File: src/rtl/motor_pwm_ramp.sv
// motor_pwm_ramp: slew-limited PWM drive for one H-bridge motor.
// Ramps duty toward the requested speed, decelerates to zero before reversing.
//
// Ports:
//   clk, rst_n   clock, asynchronous active-low reset
//   real_speed   requested magnitude (saturated to PWM range)
//   direction    requested direction (1 = reverse)
//   enable       0 stops the motor immediately
//   pwm_out      registered PWM to the bridge
//   motor_dir    applied direction, changes only at zero duty
//   cur_duty     current ramped duty
//   at_target    RUN and duty equals the requested duty
//   state        0 IDLE, 1 RUN, 2 DECEL

module motor_pwm_ramp #(
  parameter int WIDTH    = 32,
  parameter int PWM_BITS = 8,
  parameter int RAMP_DIV = 16,
  parameter int STEP     = 8
) (
  input  logic                clk,
  input  logic                rst_n,
  input  logic [WIDTH-1:0]    real_speed,
  input  logic                direction,
  input  logic                enable,
  output logic                pwm_out,
  output logic                motor_dir,
  output logic [PWM_BITS-1:0] cur_duty,
  output logic                at_target,
  output logic [1:0]          state
);

  localparam int PW =
    (RAMP_DIV > 1) ? $clog2(RAMP_DIV) : 1;

  localparam logic [PWM_BITS-1:0] MAXD = '1;

  localparam logic [PWM_BITS-1:0] STEP_D =
    PWM_BITS'(STEP);

  localparam logic [PW-1:0] PRE_TOP =
    PW'(RAMP_DIV - 1);

  typedef enum logic [1:0] {
    IDLE  = 2'd0,
    RUN   = 2'd1,
    DECEL = 2'd2
  } st_t;

  st_t st;

  logic [PWM_BITS-1:0] tgt;
  logic                dir_req;
  logic                en_r;

  logic [PW-1:0]       pre;
  logic                tick;

  logic [PWM_BITS-1:0] gap_up;
  logic [PWM_BITS-1:0] gap_dn;
  logic [PWM_BITS-1:0] ramp_duty;
  logic [PWM_BITS-1:0] dec_duty;

  logic [PWM_BITS-1:0] pcnt;
  logic [PWM_BITS-1:0] act_duty;
  logic                pwm_off;

  assign state = st;

  // Input registers; speed saturates to the PWM range.
  always_ff @(posedge clk or negedge rst_n) begin
    if (!rst_n) begin
      tgt     <= '0;
      dir_req <= 1'b0;
      en_r    <= 1'b0;
    end else begin
      if (real_speed > WIDTH'(MAXD))
        tgt <= MAXD;
      else
        tgt <= real_speed[PWM_BITS-1:0];
      dir_req <= direction;
      en_r    <= enable;
    end
  end

  // Ramp prescaler, parked at zero while idle.
  always_ff @(posedge clk or negedge rst_n) begin
    if (!rst_n)
      pre <= '0;
    else if (st == IDLE || !en_r)
      pre <= '0;
    else if (pre == PRE_TOP)
      pre <= '0;
    else
      pre <= pre + PW'(1);
  end

  assign tick = (st != IDLE) && (pre == PRE_TOP);

  assign gap_up = tgt - cur_duty;
  assign gap_dn = cur_duty - tgt;

  // Next duty one step toward tgt, never overshooting.
  always_comb begin
    ramp_duty = cur_duty;
    if (tgt > cur_duty) begin
      if (gap_up < STEP_D)
        ramp_duty = tgt;
      else
        ramp_duty = cur_duty + STEP_D;
    end else if (tgt < cur_duty) begin
      if (gap_dn < STEP_D)
        ramp_duty = tgt;
      else
        ramp_duty = cur_duty - STEP_D;
    end
  end

  assign dec_duty =
    (cur_duty < STEP_D) ? '0 : cur_duty - STEP_D;

  always_ff @(posedge clk or negedge rst_n) begin
    if (!rst_n) begin
      st        <= IDLE;
      cur_duty  <= '0;
      motor_dir <= 1'b0;
    end else begin
      unique case (st)
        IDLE: begin
          cur_duty <= '0;
          if (en_r) begin
            motor_dir <= dir_req;
            st        <= RUN;
          end
        end
        RUN: begin
          if (!en_r) begin
            st       <= IDLE;
            cur_duty <= '0;
          end else if (dir_req != motor_dir) begin
            st <= DECEL;
          end else if (tick) begin
            cur_duty <= ramp_duty;
          end
        end
        DECEL: begin
          if (!en_r) begin
            st       <= IDLE;
            cur_duty <= '0;
          end else if (dir_req == motor_dir) begin
            st <= RUN;
          end else if (cur_duty == '0) begin
            // Bridge is fully off: safe to flip.
            motor_dir <= dir_req;
            st        <= RUN;
          end else if (tick) begin
            cur_duty <= dec_duty;
          end
        end
        default: begin
          st       <= IDLE;
          cur_duty <= '0;
        end
      endcase
    end
  end

  always_ff @(posedge clk or negedge rst_n) begin
    if (!rst_n)
      at_target <= 1'b0;
    else
      at_target <= (st == RUN) && (cur_duty == tgt);
  end

  assign pwm_off = !en_r || (st == IDLE);

  always_ff @(posedge clk or negedge rst_n) begin
    if (!rst_n)
      pcnt <= '0;
    else
      pcnt <= pcnt + PWM_BITS'(1);
  end

  // Duty latched at period end; a stop cuts it at once.
  always_ff @(posedge clk or negedge rst_n) begin
    if (!rst_n) begin
      act_duty <= '0;
      pwm_out  <= 1'b0;
    end else if (pwm_off) begin
      act_duty <= '0;
      pwm_out  <= 1'b0;
    end else begin
      if (pcnt == MAXD)
        act_duty <= cur_duty;
      pwm_out <= (pcnt < act_duty);
    end
  end

endmodule

File: config.mk
export PLATFORM = sky130hd
export DESIGN_NAME = motor_pwm_ramp
export DESIGN_NICKNAME = d
export VERILOG_FILES = /design/src/rtl/motor_pwm_ramp.sv
export SDC_FILE = /design/constraint.sdc
export NUM_CORES = 1
export LEC_CHECK = 0
export ABC_AREA = 1
export BUFFER_PORTS_ARGS = -buffer_cell sky130_fd_sc_hd__buf_2
export CAP_MARGIN = 40
export CELL_PAD_IN_SITES_DETAIL_PLACEMENT = 1
export CELL_PAD_IN_SITES_GLOBAL_PLACEMENT = 2
export CORE_MARGIN = 3
export CORE_UTILIZATION = 30
export DETAILED_ROUTE_END_ITERATION = 12
export PLACE_DENSITY = 0.85
export SYNTH_ARGS = -nofsm -noshare
export SYNTH_HDL_FRONTEND = slang
export SYNTH_SLANG_ARGS = --single-unit
File: constraint.sdc
create_clock -name clk -period 2.15 [get_ports clk]
set_input_delay 0.215 -clock clk [delete_from_list [all_inputs] [get_ports clk]]
set_output_delay 0.215 -clock clk [all_outputs]
set_load 0.01 [all_outputs]
==> results of run 1 <==
-- per-layer routing --
metal,vias up,part of all wire (%),wire length [um],track usage [%]
met1,1483,47,4660,23.0
met4,0,0.73,72,5.14
met5,-,0,0,0
li1,1535,-,-,-
met3,6,1.6,160,1.61
met2,29,50,4980,29.8
-- critical path, cell delays in order, from the launching register on --
cell and delay [ps]:
dfrtp_2 450, ha_4 270, or2_4 280, nand2_1 70, nand2_1 60, nand2_1 80
nand3_2 100, nor2_4 160, buf_6 120, nand3_1 90, nand3_2 100, nand3_2 70
nand2_1 70, nand2_1 60, nand2_2 60
-- power groups by stage --
stage / registers, mW / logic [mW] / clock network (mW)
after floorplan: 0.951 / 0.629 / 0
after global placement: 0.926 / 1.05 / 0
after detailed placement: 0.931 / 1.07 / 0
after CTS: 0.915 / 1.13 / 0.654
after global routing: 0.927 / 1.32 / 0.686
final: 0.917 / 1.18 / 0.640
-- stage by stage --
stage / total power, mW / TNS, ps
after floorplan: 1.58 / 0
after global placement: 1.97 / -173
after detailed placement: 2.00 / -438
after CTS: 2.70 / 0
after global routing: 2.93 / -666
final: 2.74 / 0
-- logic make-up after synthesis --
kind of cell               synth area share [%]
and+or+nand+nor                            34.2
buffers and inverters                      8.93
DFF                                        34.5
adders and majority gates                  12.0
AOI/OAI and AO/OA                          5.85
xor gates and xnor gates                   4.21
muxes                                     0.361
-- layout by cell type (no fill, tap or decap), types with 8 or more instances in the layout --
cell	netlist	final
nand2_1	110	94
inv_1	71	65
buf_2	1	48
nand3_1	53	41
dfrtp_1	43	39
buf_4	0	37
nand2_2	7	21
ha_1	30	18
nor2_1	19	17
xor2_1	12	12
nand3_2	1	12
nand4_1	9	9
ha_4	0	8
buf_6	0	8
-- registers in the layout, summed over array words and instances, names as in the netlist --
register	count
act_duty	8
cur_duty	8
pcnt	8
tgt	8
pre	4
state	2
at_target	1
dir_req	1
en_r	1
motor_dir	1
pwm_out	1
-- final cells by class --
class                           count  area share (%)
Sequential cell                    43            25.2
Multi-Input combinational cell    298            47.7
Clock inverter                      2           0.873
Tap cell                          133            3.87
Inverter                           73            6.43
Clock buffer                        5            1.60
Timing Repair Buffer               94            14.4
-- repair_timing --
item / 4_1_cts / 5_1_grt
resized for setup: 25 / 52
hold buffers: 1 / 0
setup buffers: 5 / 5
hold endpoints to repair: 18 / 0
setup endpoints to repair: 8 / 8
pin swaps: 7 / 33
-- Yosys cell counts --
master | count | area share [%]
nand2_1 | 110 | 13
inv_1 | 71 | 8.5
nand3_1 | 53 | 8.5
dfrtp_1 | 43 | 34
ha_1 | 30 | 12
nor2_1 | 19 | 2.3
xor2_1 | 12 | 3.4
a21oi_1 | 9 | 1.4
nand4_1 | 9 | 1.8
o22ai_1 | 8 | 1.6
nand2_2 | 7 | 1.4
nand2_4 | 5 | 1.8
nor2_2 | 4 | 0.80
nor2_4 | 4 | 1.4
nor4_1 | 4 | 0.80
o21ai_2 | 3 | 0.84
xnor2_1 | 3 | 0.84
inv_2 | 2 | 0.24
o31ai_1 | 2 | 0.48
or2_1 | 2 | 0.40
or4_1 | 2 | 0.48
a21boi_0 | 1 | 0.24
a311oi_1 | 1 | 0.28
buf_2 | 1 | 0.16
mux2_2 | 1 | 0.36
nand3_2 | 1 | 0.32
nor3_1 | 1 | 0.16
nor3_2 | 1 | 0.32
nor3b_1 | 1 | 0.24
o211ai_1 | 1 | 0.24
o21ai_0 | 1 | 0.16
o221ai_1 | 1 | 0.28
o32ai_1 | 1 | 0.28
or2_2 | 1 | 0.20
-- final timing paths --
kind | startpoint | endpoint | slack (ps)
max in group asynchronous | rst_n | tgt[2] | 1050
setup / recovery | tgt[2] | cur_duty[3] | 40
min in group asynchronous | rst_n | pre[1] | 390
hold reg to reg | pre[0] | pre[0] | 460
hold / removal | enable | en_r | 20
setup reg to reg | tgt[2] | cur_duty[3] | 40
==> results.md, run 1 <==
- Cells after DPL: 630
- WS Path Type: flip-flop to flip-flop
- Outcome: complete, no violations
- #FFs+latches synth: 43
- Initial cell density of the core: 31.4%
- Fmax: 474 MHz
- Top Ports: 49
- PnR worst setup slack: 39.0 ps
- Pre-CTS setup slack: -89.8 ps
- Worst Tran Pin Value: 470 ps
- Count of final hold-check violations: 0
- Nature of the critical path endpoint: flip-flop
- Die H: 108 um
- Fin Hold WS: 15.3 ps
- Reg clk slew, reported paths: 90 ps
- H-tree lvl count: 2
- Total gr overflow: 0
- Area growth syn-to-layout: 37.6%
- Buffers on Ports: 48
- Width of the die: 108 um
- FP Rows: 36
- Netlist cell types: 34
- Pwr/cell area: 637 mW/mm2
- Sequential share of power: 33.5%
- TritonCTS clock tree: done
- Initial DRT Pass Iterations: 4
- Clock Power Share: 23.3%
- Synthesized instance count: 415
- Total Wirelength: 9.88 mm
- Data arrival time of the critical path: 2350 ps
- Vias in the first global route: 3295
- Largest net degree at the start of global routing: 26
- Core box area: 0.00995 mm2
- Internal: 1.65 mW
- Leak: 2.26 nW
- Critical Path RT: 2380 ps
- Synth warn: 0
- Multi-input combinational cell area: 0.00205 mm2
- Fin crit period: 2110 ps
- CTS Buf Count: 5
- Crit path launch type: flip-flop
- GPL Wtd Cong: 0.823
- Layout cells sized above 1: 36.5%
- Dpl hpwl: 7.92 mm
- Wire per inst: 15.2 um
- Vias: 3053
- Pins Over Slew Limit: 0
- Vias per inst: 4.71
- Synthesized area: 0.00312 mm2
- FF/Latch Area: 0.00108 mm2
- TritonCTS Sinks: 43
- Final setup skew: 4.22 ps
- Net Sw Frac: 39.6%
- Post-route ant nets: 0
- NetSw: 1.08 mW
- Root buffer cell: clkbuf_8
- Peak VDD IR: 445 uV
- Global-route wire length before repair: 16.1 mm
- Worst slew margin: 68.6%
- Syn Nets: 481
- Syn Area/Cell: 7.53 um2
- Final Core Density: 43.2%
- Placed inst area: 0.00380 mm2
- Initial antenna violation count: 0
- Final worst-path cycle share: 98.2%
- Worst r2r path cells: 14
- Starting DRT DRC Count: 85
- GRT Overall Usage: 17.3%
- Clk_lat worst skew: 300 ps
- Final Non-Filler Cells: 648
- Sequential share of the synthesized area: 34.5%
- WHS Path Cells: 1
- RSZ-0062 raised after global routing: yes
- Max-Cap Viols: 0
- Final net count: 581
- # DRC: 0
- Class of the worst hold path: input pin to flip-flop
- Comb pwr share: 43.2%
- Fill count: 1234
- Ant diodes: 0
- Max FO, Critical Path: 5
- Clock buffer depth: 2
- Final Setup Violations: 0
- Die Outline Area: 0.0117 mm2
- Design Area, Final: 0.00430 mm2
No activity file was read; power rests on OpenSTA's default activity.
==> run 2: changes to the inputs <==
--- a/config.mk
+++ b/config.mk
@@ -13,7 +13,7 @@
 export CORE_MARGIN = 3
 export CORE_UTILIZATION = 30
 export DETAILED_ROUTE_END_ITERATION = 12
-export PLACE_DENSITY = 0.85
+export PLACE_DENSITY_LB_ADDON = 0.1
 export SYNTH_ARGS = -nofsm -noshare
 export SYNTH_HDL_FRONTEND = slang
 export SYNTH_SLANG_ARGS = --single-unit
==> constraint.sdc (replaced) <==
create_clock -name clk -period 2.15 [get_ports clk]
set_input_delay 0.43 -clock clk [delete_from_list [all_inputs] [get_ports clk]]
set_output_delay 0.43 -clock clk [all_outputs]
set_load 0.01 [all_outputs]
==> results.md, run 2 (same netlist as run 1, synthesis figures left out) <==
- Max-Cap Viols: 0 (unchanged)
- Vias in the first global route: 3190 (was 3295)
- Cells after DPL: 636 (was 630)
- Critical path's top delay family: simple AND/OR/NAND/NOR gates (unchanged)
- Buffers on Ports: 48 (unchanged)
- Vias: 3040 (was 3053)
- Worst r2r src: cur_duty[2] (was tgt[2])
- Max FO, Critical Path: 6 (was 5)
- Outcome: complete, no violations (unchanged)
- Post-route ant nets: 0 (unchanged)
- Die Outline Area: 0.0117 mm2 (unchanged)
- Critical Path Source: cur_duty[2] (was tgt[2])
- Class of the worst hold path: input pin to asynchronous set/reset pin (was input pin to flip-flop)
- GRT Overall Usage: 17.5% (was 17.3%)
- Width of the die: 108 um (unchanged)
- WS Path Type: flip-flop to flip-flop (unchanged)
- GPL Wtd Cong: 0.826 (was 0.823)
- Fin Hold WS: 93.1 ps (was 15.3 ps)
- Top Ports: 49 (unchanged)
- Die H: 108 um (unchanged)
- CTS Hold Bufs: 0 (was 1)
- Reg2Reg Capture Point: cur_duty[2] (was cur_duty[3])
- R2r setup slk: 40 ps (about the same)
- Final setup skew: 11.8 ps (was 4.22 ps)
- Core box area: 0.00995 mm2 (unchanged)
- Count of final hold-check violations: 0 (unchanged)
- Pins Over Slew Limit: 0 (unchanged)
- Clock buffer depth: 2 (unchanged)
- CP bufs+invs: 1 (unchanged)
- Design Area, Final: 0.00441 mm2 (was 0.00430 mm2)
- Peak VDD IR: 418 uV (was 445 uV)
- Initial DRT Pass Iterations: 5 (was 4)
- Placed inst area: 0.00386 mm2 (was 0.00380 mm2)
- H-tree lvl count: 2 (unchanged)
- Global-route wire length before repair: 16.1 mm (about the same)
- Worst r2r path cells: 15 (was 14)
- Fin crit period: 2110 ps (about the same)
- Layout cells sized above 1: 40.2% (was 36.5%)
- Fmax: 473 MHz (was 474 MHz)
- PnR worst setup slack: 37.4 ps (was 39.0 ps)
- Wire per inst: 15.1 um (was 15.2 um)
- Data arrival time of the critical path: 2310 ps (was 2350 ps)
- FP Rows: 36 (unchanged)
- Final Core Density: 44.3% (was 43.2%)
- Final Setup Violations: 0 (unchanged)
- Pwr/cell area: 646 mW/mm2 (was 637 mW/mm2)
- # DRC: 0 (unchanged)
- Total Wirelength: 9.89 mm (was 9.88 mm)
- Dpl hpwl: 7.86 mm (was 7.92 mm)
- Initial cell density of the core: 31.4% (unchanged)
- Reg clk slew, reported paths: 90 ps (about the same)
- Cell repeated most along the worst path: nand2_2 (was nand2_1)
- Worst path cell trace: buf_6, ha_4, or2_4, nand3_2, nand2_1, nand2_1, nand2_2, nor2_4, nand2_4, nand2_4, nand2_2, nand2_2, nand2_4, nand2_2, o21ai_2 (was ha_4, or2_4, nand2_1, nand2_1, nand2_1, nand3_2, nor2_4, buf_6, nand3_1, nand3_2, nand3_2, nand2_1, nand2_1, nand2_2)
- Crit path depth: 15 (was 14)
- Clk_lat worst skew: 310 ps (was 300 ps)
- TritonCTS Sinks: 43 (unchanged)
- Final worst-path cycle share: 98.3% (was 98.2%)
- Commonest non-fill, non-tap cells in the layout: nand2_1 (84), inv_1 (62), buf_2 (48) (was nand2_1 (94), inv_1 (65), buf_2 (48))
- Vias per inst: 4.66 (was 4.71)
- Nature of the critical path endpoint: flip-flop (unchanged)
- Leak: 2.31 nW (was 2.26 nW)
- Commonest non-fill, non-tap cell in the layout: nand2_1 (unchanged)
- Root buffer cell: clkbuf_8 (unchanged)
- Initial antenna violation count: 0 (unchanged)
- CP peak stage delay: 430 ps (was 450 ps)
- TritonCTS clock tree: done (unchanged)
- Final net count: 585 (was 581)
- Total gr overflow: 0 (unchanged)
- Pre-CTS setup slack: -111 ps (was -89.8 ps)
- RSZ-0062 raised after global routing: yes (unchanged)
- CP max stage cell: dfrtp_1 (was dfrtp_2)
- Starting DRT DRC Count: 126 (was 85)
- Largest net degree at the start of global routing: 44 (was 26)
- Crit path launch type: flip-flop (unchanged)
- CTS Buf Count: 5 (unchanged)
- Ant diodes: 0 (unchanged)
- Worst Tran Pin Value: 497 ps (was 470 ps)
- Critical Path Sink: cur_duty[2] (was cur_duty[3])
- Final Non-Filler Cells: 653 (was 648)
- Critical Path RT: 2350 ps (was 2380 ps)
- Worst slew margin: 66.8% (was 68.6%)
- Area growth syn-to-layout: 41.1% (was 37.6%)
run 2: cell count changes in the layout (fill, tap and decap cells not counted), moves of 3 or more:
cell	before	now
nand2_2	21	27
buf_4	37	42
nand2_4	7	11
inv_2	7	10
inv_1	65	62
nand2_1	94	84
run 2: worst register-to-register path, stage by stage, from the launching register on:
cell	delay [ps]
dfrtp_1	430
buf_6	140
ha_4	170
or2_4	270
nand3_2	80
nand2_1	60
nand2_1	80
nand2_2	60
nor2_4	180
nand2_4	110
nand2_4	90
nand2_2	60
nand2_2	70
nand2_4	90
nand2_2	80
o21ai_2	40
run 2: cell type report:
class | count | area, um2
Fill cell | 1236 | 5550
Multi-Input combinational cell | 298 | 2110
Sequential cell | 43 | 1080
Timing Repair Buffer | 98 | 654
Inverter | 73 | 277
Tap cell | 133 | 166
Clock buffer | 6 | 82.6
Clock inverter | 2 | 38.8
run 2: worst min path at each step:
stage,cells after the start,endpoint,from
after detailed placement,2,tgt[5],rst_n
after global placement,2,tgt[4],rst_n
after global routing,2,cur_duty[1],rst_n
after CTS,2,en_r,rst_n
after floorplan,0,act_duty[0],rst_n
final,2,cur_duty[7],rst_n
run 2: stage by stage:
| stage | setup TNS [ps] | total power [mW] |
|---|---|---|
| global route | -719 | 3.06 |
| finish | 0 | 2.85 |
| floorplan | 0 | 1.58 |
| CTS | -18.0 | 2.77 |
| global placement | -798 | 2.01 |
| detailed placement | -706 | 2.03 |
run 2: what timing repair did:
item | CTS | global route
resized for setup | 25 | 69
buffers inserted | 1 | 8
setup endpoints to repair | 8 | 8
pin swaps | 7 | 27
run 2: per-layer routing:
metal	part of all wire (%)	GRT usage (%)	vias up
met5	0	0	-
met4	1.6	5.05	0
met3	2.1	2.21	10
met2	47	28.8	30
met1	49	24.2	1459
li1	-	-	1541
run 2: power by group:
part           total, mW  switching, mW  internal [mW]
sequential         0.919         0.0556          0.863
clock              0.699          0.316          0.383
combinational       1.23          0.746          0.481
total               2.85           1.12           1.73
